File: src/rtl/forward_scoreboard.sv
// rtl/forward_scoreboard.sv - ID-stage operand forwarding, load-use hazard detection and multi-cycle scoreboard
module forward_scoreboard #(
    parameter int NUM_READ   = 2,
    parameter int NUM_STAGES = 2,
    parameter int DATA_W     = 32,
    parameter int NREG       = 32,
    parameter int MAX_LAT    = 15,
    localparam int LAT_W     = $clog2(MAX_LAT + 1),
    localparam int AW        = $clog2(NREG)
) (
    input  logic                           clk,
    input  logic                           rst_n,
    input  logic [NUM_READ*AW-1:0]         raddr,
    input  logic [NUM_READ*DATA_W-1:0]     rf_rdata,
    input  logic [NUM_STAGES-1:0]          stg_we,
    input  logic [NUM_STAGES*AW-1:0]       stg_waddr,
    input  logic [NUM_STAGES*DATA_W-1:0]   stg_wdata,
    input  logic [NUM_STAGES-1:0]          stg_load,
    input  logic                           id_fire,
    input  logic                           mc_issue,
    input  logic [AW-1:0]                  mc_waddr,
    input  logic [LAT_W-1:0]               mc_lat,
    input  logic                           flush,
    output logic [NUM_READ*DATA_W-1:0]     fwd_rdata,
    output logic                           id_stall_req,
    output logic [NREG-1:0]                busy,
    output logic [31:0]                    stall_cycles
);

    logic [LAT_W-1:0]  cnt_q [1:NREG-1];
    logic [LAT_W-1:0]  cnt_d [1:NREG-1];
    logic [31:0]       stall_cycles_q;
    logic [31:0]       stall_cycles_d;
    logic              stall_req;
    logic              issue_ok;
    logic [AW-1:0]     ra;
    logic [DATA_W-1:0] val;
    logic              ld;

    // Stages are scanned oldest to youngest so the youngest match overwrites,
    // carrying its load flag along; an older load behind it is thereby masked.
    always_comb begin
        fwd_rdata = '0;
        stall_req = 1'b0;
        ra        = '0;
        val       = '0;
        ld        = 1'b0;
        for (int k = 0; k < NUM_READ; k++) begin
            ra  = raddr[k*AW +: AW];
            val = rf_rdata[k*DATA_W +: DATA_W];
            ld  = 1'b0;
            for (int s = NUM_STAGES - 1; s >= 0; s--) begin
                if (stg_we[s] && (stg_waddr[s*AW +: AW] == ra)) begin
                    val = stg_wdata[s*DATA_W +: DATA_W];
                    ld  = stg_load[s];
                end
            end
            if (ra == '0) begin
                val = '0;
                ld  = 1'b0;
            end
            fwd_rdata[k*DATA_W +: DATA_W] = val;
            stall_req = stall_req | ld | ((ra != '0) && busy[ra]);
        end
    end

    assign id_stall_req = stall_req;
    assign issue_ok     = id_fire && mc_issue && !stall_req && (mc_waddr != '0);

    always_comb begin
        for (int r = 1; r < NREG; r++) begin
            if (flush) begin
                cnt_d[r] = '0;
            end else if (issue_ok && (mc_waddr == AW'(r))) begin
                cnt_d[r] = mc_lat;
            end else if (cnt_q[r] != '0) begin
                cnt_d[r] = cnt_q[r] - LAT_W'(1);
            end else begin
                cnt_d[r] = cnt_q[r];
            end
        end
    end

    always_comb begin
        busy = '0;
        for (int r = 1; r < NREG; r++) begin
            busy[r] = (cnt_q[r] != '0);
        end
    end

    always_comb begin
        stall_cycles_d = stall_cycles_q;
        if (stall_req && (stall_cycles_q != 32'hFFFF_FFFF)) begin
            stall_cycles_d = stall_cycles_q + 32'd1;
        end
    end

    assign stall_cycles = stall_cycles_q;

    always_ff @(posedge clk or negedge rst_n) begin
        if (!rst_n) begin
            for (int r = 1; r < NREG; r++) begin
                cnt_q[r] <= '0;
            end
            stall_cycles_q <= '0;
        end else begin
            for (int r = 1; r < NREG; r++) begin
                cnt_q[r] <= cnt_d[r];
            end
            stall_cycles_q <= stall_cycles_d;
        end
    end

endmodule

File: config.mk
export PLATFORM = sky130hd
export DESIGN_NAME = forward_scoreboard
export DESIGN_NICKNAME = d
export VERILOG_FILES = /design/src/rtl/forward_scoreboard.sv
export SDC_FILE = /design/constraint.sdc
export NUM_CORES = 1
export LEC_CHECK = 0
export CORE_ASPECT_RATIO = 1.2
export CORE_MARGIN = 3
export CORE_UTILIZATION = 51
export DETAILED_ROUTE_END_ITERATION = 8
export PLACE_DENSITY = 0.83
export SLEW_MARGIN = 20
export SYNTH_ARGS = -nofsm -noshare
export SYNTH_HDL_FRONTEND = slang
export SYNTH_SLANG_ARGS = --single-unit
File: constraint.sdc
create_clock -name clk -period 5.4 [get_ports clk]
set_input_delay 1.08 -clock clk [delete_from_list [all_inputs] [get_ports clk]]
set_output_delay 1.08 -clock clk [all_outputs]
set_load 0.01 [all_outputs]
* Yosys cells after proc, flatten, opt, wreduce, memory -nomap -nowiden *
Cells that the tools add are included.

word-level totals
  bits in registers = 156
  bits in latches = 0
  bits in writable memories = 0
  ROM bits = 0
  input port bits = 166
  logic and storage cells = 323
  memories kept = 0

operators by class
  add/sub/neg operators = 32
  $mul = 0
  div/mod/pow operators = 0
  order comparisons = 2
  eq/ne operators = 36
  shift operators = 0
  muxes and demuxes = 109
  bitwise logic cells = 3
  reduce and logical (&&, ||, !) cells = 109

operators with widths
  operator                                                               number
  4-bit 2-to-1 mux                                                       93
  32-bit 2-to-1 mux                                                      6
  4-bit nonzero test                                                     31
  4-bit by 1-bit subtractor with 4-bit output (second input constant)    31
  3-bit nonzero test                                                     31
  5-bit == test (second input constant)                                  16
  1-bit logical AND                                                      41
  5-bit by 4-bit == test with 1-bit output (second input constant)       8
  32-bit by 1-bit adder with 32-bit output (second input constant)       1
  32-bit != test (second input constant)                                 1
  5-bit by 3-bit == test with 1-bit output (second input constant)       4
  5-bit == test                                                          4
  5-bit nonzero test                                                     3
  5-bit by 6-bit < comparator with 1-bit output (second input constant)  2
  1-bit binary-select mux with 5-bit select                              2
  5-bit by 2-bit == test with 1-bit output (second input constant)       2
  5-bit zero test                                                        2
  1-bit 2-to-1 mux                                                       8
  5-bit by 1-bit == test with 1-bit output (second input constant)       1
  1-bit bitwise OR                                                       3
  1-bit zero test                                                        1

* Logic depth before layout (Yosys ltp) *
  depth in word-level cells = 14
  gate-level depth with buffers = 13

* Worst setup path after synthesis *
Ideal clock, no wire load.

  path type = input to output
  start = in raddr[5]
  end = out id_stall_req
  arrival = 3.563 ns
  required time = 4.320 ns
  slack = 0.757 ns
  cell stages on the path = 10
  cells stage by stage = clkbuf_1 > or4_1 > nor2_1 > nor2_1 > and3_1 > or4_1 > nor3_4 > buf_4 > buf_2 > inv_1

between the ends
  word-level cells in the longest chain between the ends = 7
  elaborated cells on any way between the ends = 14
  those cells by class = eq/ne: 2; mux: 5; bitwise: 2; reduce/logical: 5

ends and longest elaborated chain
  what                           RTL line  text
  from (decl)                    13        input logic [NUM_READ*AW-1:0] raddr,
  5-bit == test                  53        if (stg_we[s] && (stg_waddr[s*AW +: AW] == ra)) begin
  1-bit logical AND              53
  1-bit 2-to-1 mux (2 in a row)  53
  1-bit 2-to-1 mux               58        if (ra == '0) begin
  1-bit bitwise OR               63        stall_req = stall_req | ld | ((ra != '0) && busy[ra]);
  1-bit bitwise OR *             63
  to (decl)                      25        output logic id_stall_req,

Mark *: on every way between the ends. The rest lies on a longest branch, timed or not. The select of a mux whose other input is x is not followed.

* Final worst setup path *
  start = in raddr[2]
  end = out id_stall_req

between the ends
  word-level cells in the longest chain between the ends = 8
  elaborated cells on any way between the ends = 15
  those cells by class = eq/ne: 2; mux: 5; bitwise: 3; reduce/logical: 5

ends and longest elaborated chain
  what                                                                                               RTL line
  parallel branches: the longest is 5 deep, another holds 1-bit binary-select mux with 5-bit select  --
  1-bit bitwise OR * (3 in a row)                                                                    63

Every way passes the cells marked *. The select of a mux whose other input is x is not followed.

==> impl_metrics.json <==
{
  "rrSetupSlack_ns": 0.89,
  "setup_tns_ns": 0,
  "port_buffers": 293,
  "fin_skew_ns": 0.0150,
  "drtIter0Drc": 764,
  "grt_antenna_before_repair": 1,
  "clk_pin_slew_ns": 0.07,
  "cts_root_buf": "clkbuf_16",
  "layout_commonest_cell": "clkdlybuf4s50_1",
  "drive_gt1_share_pct": 10.2,
  "hp-class": "flop to flop",
  "synth_top_family_by_area": "simple AND/OR/NAND/NOR gates",
  "fin_crit_sh_pct": 96.9,
  "yosys-top-cells-area": "dfrtp_1 32%, mux2i_1 11%, ha_1 6.5%",
  "max_cap_violations": 0,
  "worstRegToRegCells": 12,
  "h-tree-depth": 4,
  "cp_common_cell": "clkdlybuf4s50_1",
  "syn-num-nets": 1610,
  "fin_nets": 1899,
  "avgSynthCellArea_um2": 8.81,
  "clock.fmax_ghz": 0.191,
  "numCtsBuffers": 17,
  "ios": 295,
  "synth_edf_count": 0,
  "drc": 0,
  "cts_sinks": 156,
  "hp-start": "stall_cycles[17]",
  "hold_depth": 1,
  "row_count": 61,
  "endpoint_kind": "output port",
  "grt_max_degree": 84,
  "vdd_ir_drop_max_uv": 373,
  "synth_warnings": 0,
  "clock_latency_ns": 0.44,
  "ys_ff_latch": 156,
  "synthCells": 1381,
  "synthMuxAreaShare_pct": 17.0,
  "yosysTopAreaCell": "dfrtp_1",
  "detail_route.wirelength_mm": 39.3,
  "fill_cells": 1769,
  "syn2layout_area_growth_pct": 34.6,
  "drv_slew": 0,
  "crit_path_start_kind": "input pin",
  "max_stage_delay_ns": 0.64,
  "worstPathArrival_ns": 4.15,
  "die_h_um": 175,
  "reg2reg_to": "cnt_q[94]",
  "worstPathCellList": "clkdlybuf4s50_1, nand2_1, a2111oi_0, or4_1, a311o_1, or3_1, nor3_4, inv_1, clkdlybuf4s50_1",
  "coreArea_um2": 23400,
  "power_density_nw_per_um2": 467,
  "grt_pass1_vias": 11800,
  "diodes": 0,
  "async_reset_ff_share_pct": 100,
  "critPathSlowestCell": "clkdlybuf4s50_1",
  "synthAdderAreaFrac_pct": 6.48,
  "cts_hold_buf": 0,
  "wl_per_cell_um": 19.7,
  "cts_setup_buffers": 0,
  "clockBufferDepth": 2,
  "gr-total-overflow": 0,
  "min_to": "stall_cycles[17]",
  "cts_tree": "done",
  "synthSimpleGateAreaFrac_pct": 22.1,
  "first_pass_iters": 5,
  "yosysSeqAreaShare_pct": 32.1,
  "setup_viol": 0,
  "initial_core_util_pct": 52.1,
  "total_power_mw": 7.65,
  "rsz0062_at_grt": "false",
  "placed_cells": 1966,
  "instances_no_fill": 1998,
  "synthXorXnorAreaFrac_pct": 7.27,
  "yosysTopAreaCellShare_pct": 32.1,
  "syn_area_um2": 12200,
  "cts_repair_resize_count": 0,
  "avgViaCountPerCell": 5.90,
  "worst_pin_slew_ns": 0.996,
  "dr_total_vias": 11800,
  "cp_max_fo": 10,
  "grt_usage_pct": 29.8,
  "gp_congestion": 1.02,
  "status": "complete, no violations",
  "crit_required_ns": 4.32,
  "r2r-start": "cnt_q[20]",
  "crit_type": "input pin to output port",
  "critPathTopFamily": "simple AND/OR/NAND/NOR gates",
  "synth_cell_types": 59,
  "die-area_um2": 25800,
  "detailed_place_hpwl_mm": 29.5,
  "hold_viol_final": 0,
  "crit_buf_inv": 3,
  "synth_flop_cell": "dfrtp_1",
  "max_slew_margin_pct": 33.4,
  "p_leak_nw": 7.15,
  "die_w_um": 147,
  "period_minus_slack_ns": 5.23,
  "synth-compound-area-share_pct": 9.27,
  "grt_pass1_wl_mm": 62.2,
  "final_cell_mix": "291 x clkdlybuf4s50_1, 156 x dfrtp_1, 129 x mux2i_1",
  "postRouteAntennaNets": 0
}
## cell type report
class,instances,area [µm²],area share (%)
inverters,103,387,2.36
well taps,315,394,2.41
clock inverters,14,199,1.21
flip-flops and latches,156,3900,23.8
repair buffers,349,3440,21.0
multi-input cells,1043,7620,46.5
clock buffers,18,439,2.68
## flip-flops by register name, summed over array words and instances (netlist names)
name          flops
cnt_q           124
stall_cycles     32
## worst max path at each step
stage	slack [ns]	endpoint	startpoint	cells after the start
6_report	0.17	id_stall_req	raddr[2]	9
5_1_grt	0.08	fwd_rdata[14]	raddr[1]	8
3_5_place_dp	0.18	id_stall_req	raddr[2]	9
4_1_cts	0.17	id_stall_req	raddr[6]	9
2_1_floorplan	0.76	id_stall_req	raddr[5]	10
3_3_place_gp	0.19	id_stall_req	raddr[6]	9
## per-stage QoR
step | area [µm²] | setup slack (ns) | hold WS [ns] | utilization, %
2_1_floorplan | 12200 | 0.757 | 0.515 | -
3_3_place_gp | 15700 | 0.186 | 0.470 | 67.4
3_5_place_dp | 15700 | 0.183 | 0.476 | 67.4
4_1_cts | 16400 | 0.170 | 0.487 | 70.1
5_1_grt | 16400 | 0.0839 | 0.521 | 70.1
6_report | 16400 | 0.166 | 0.486 | 70.1
## cells in the mapped netlist (5+ instances only)
cell type and number:
xnor2_1 61, o211ai_1 18, nor3b_1 32, mux2_2 48
xor2_1 40, a21oi_1 35, nand4_1 17, o21ai_0 19
nor4_1 15, nor4b_1 10, or3_1 34, nand2_1 110
mux2i_1 129, buf_1 9, nand3_2 13, clkbuf_1 63
mux2_1 17, a211oi_1 67, inv_1 102, nor3_1 85
ha_1 63, nor2b_1 6, and2_1 5, nand3_1 37
and3_1 8, nor2_1 120, dfrtp_1 156
## report_power, final
part	leakage, nW	total, mW	switching [mW]	internal [mW]
combinational	4.87	4.34	2.26	2.08
sequential	1.97	2.00	0.390	1.61
clock	0.313	1.30	0.538	0.761
## kinds of logic after synthesis
family	after synthesis
AND/OR/NAND/NOR	518
multiplexers	196
buffers and inverters	182
AO/OA/AOI/OAI	164
flip-flops	156
XOR/XNOR	101
adder cells (fa/ha/maj)	63
other	1
## layer usage
metal	track usage (%)	part of all wire, %	up-vias
li1	-	-	5457
met1	35.2	38	5703
met2	52.4	51	495
met3	5.40	6.7	126
met4	13.8	4.5	2
met5	0	0.033	-
No activity file was read; power rests on OpenSTA's default activity.
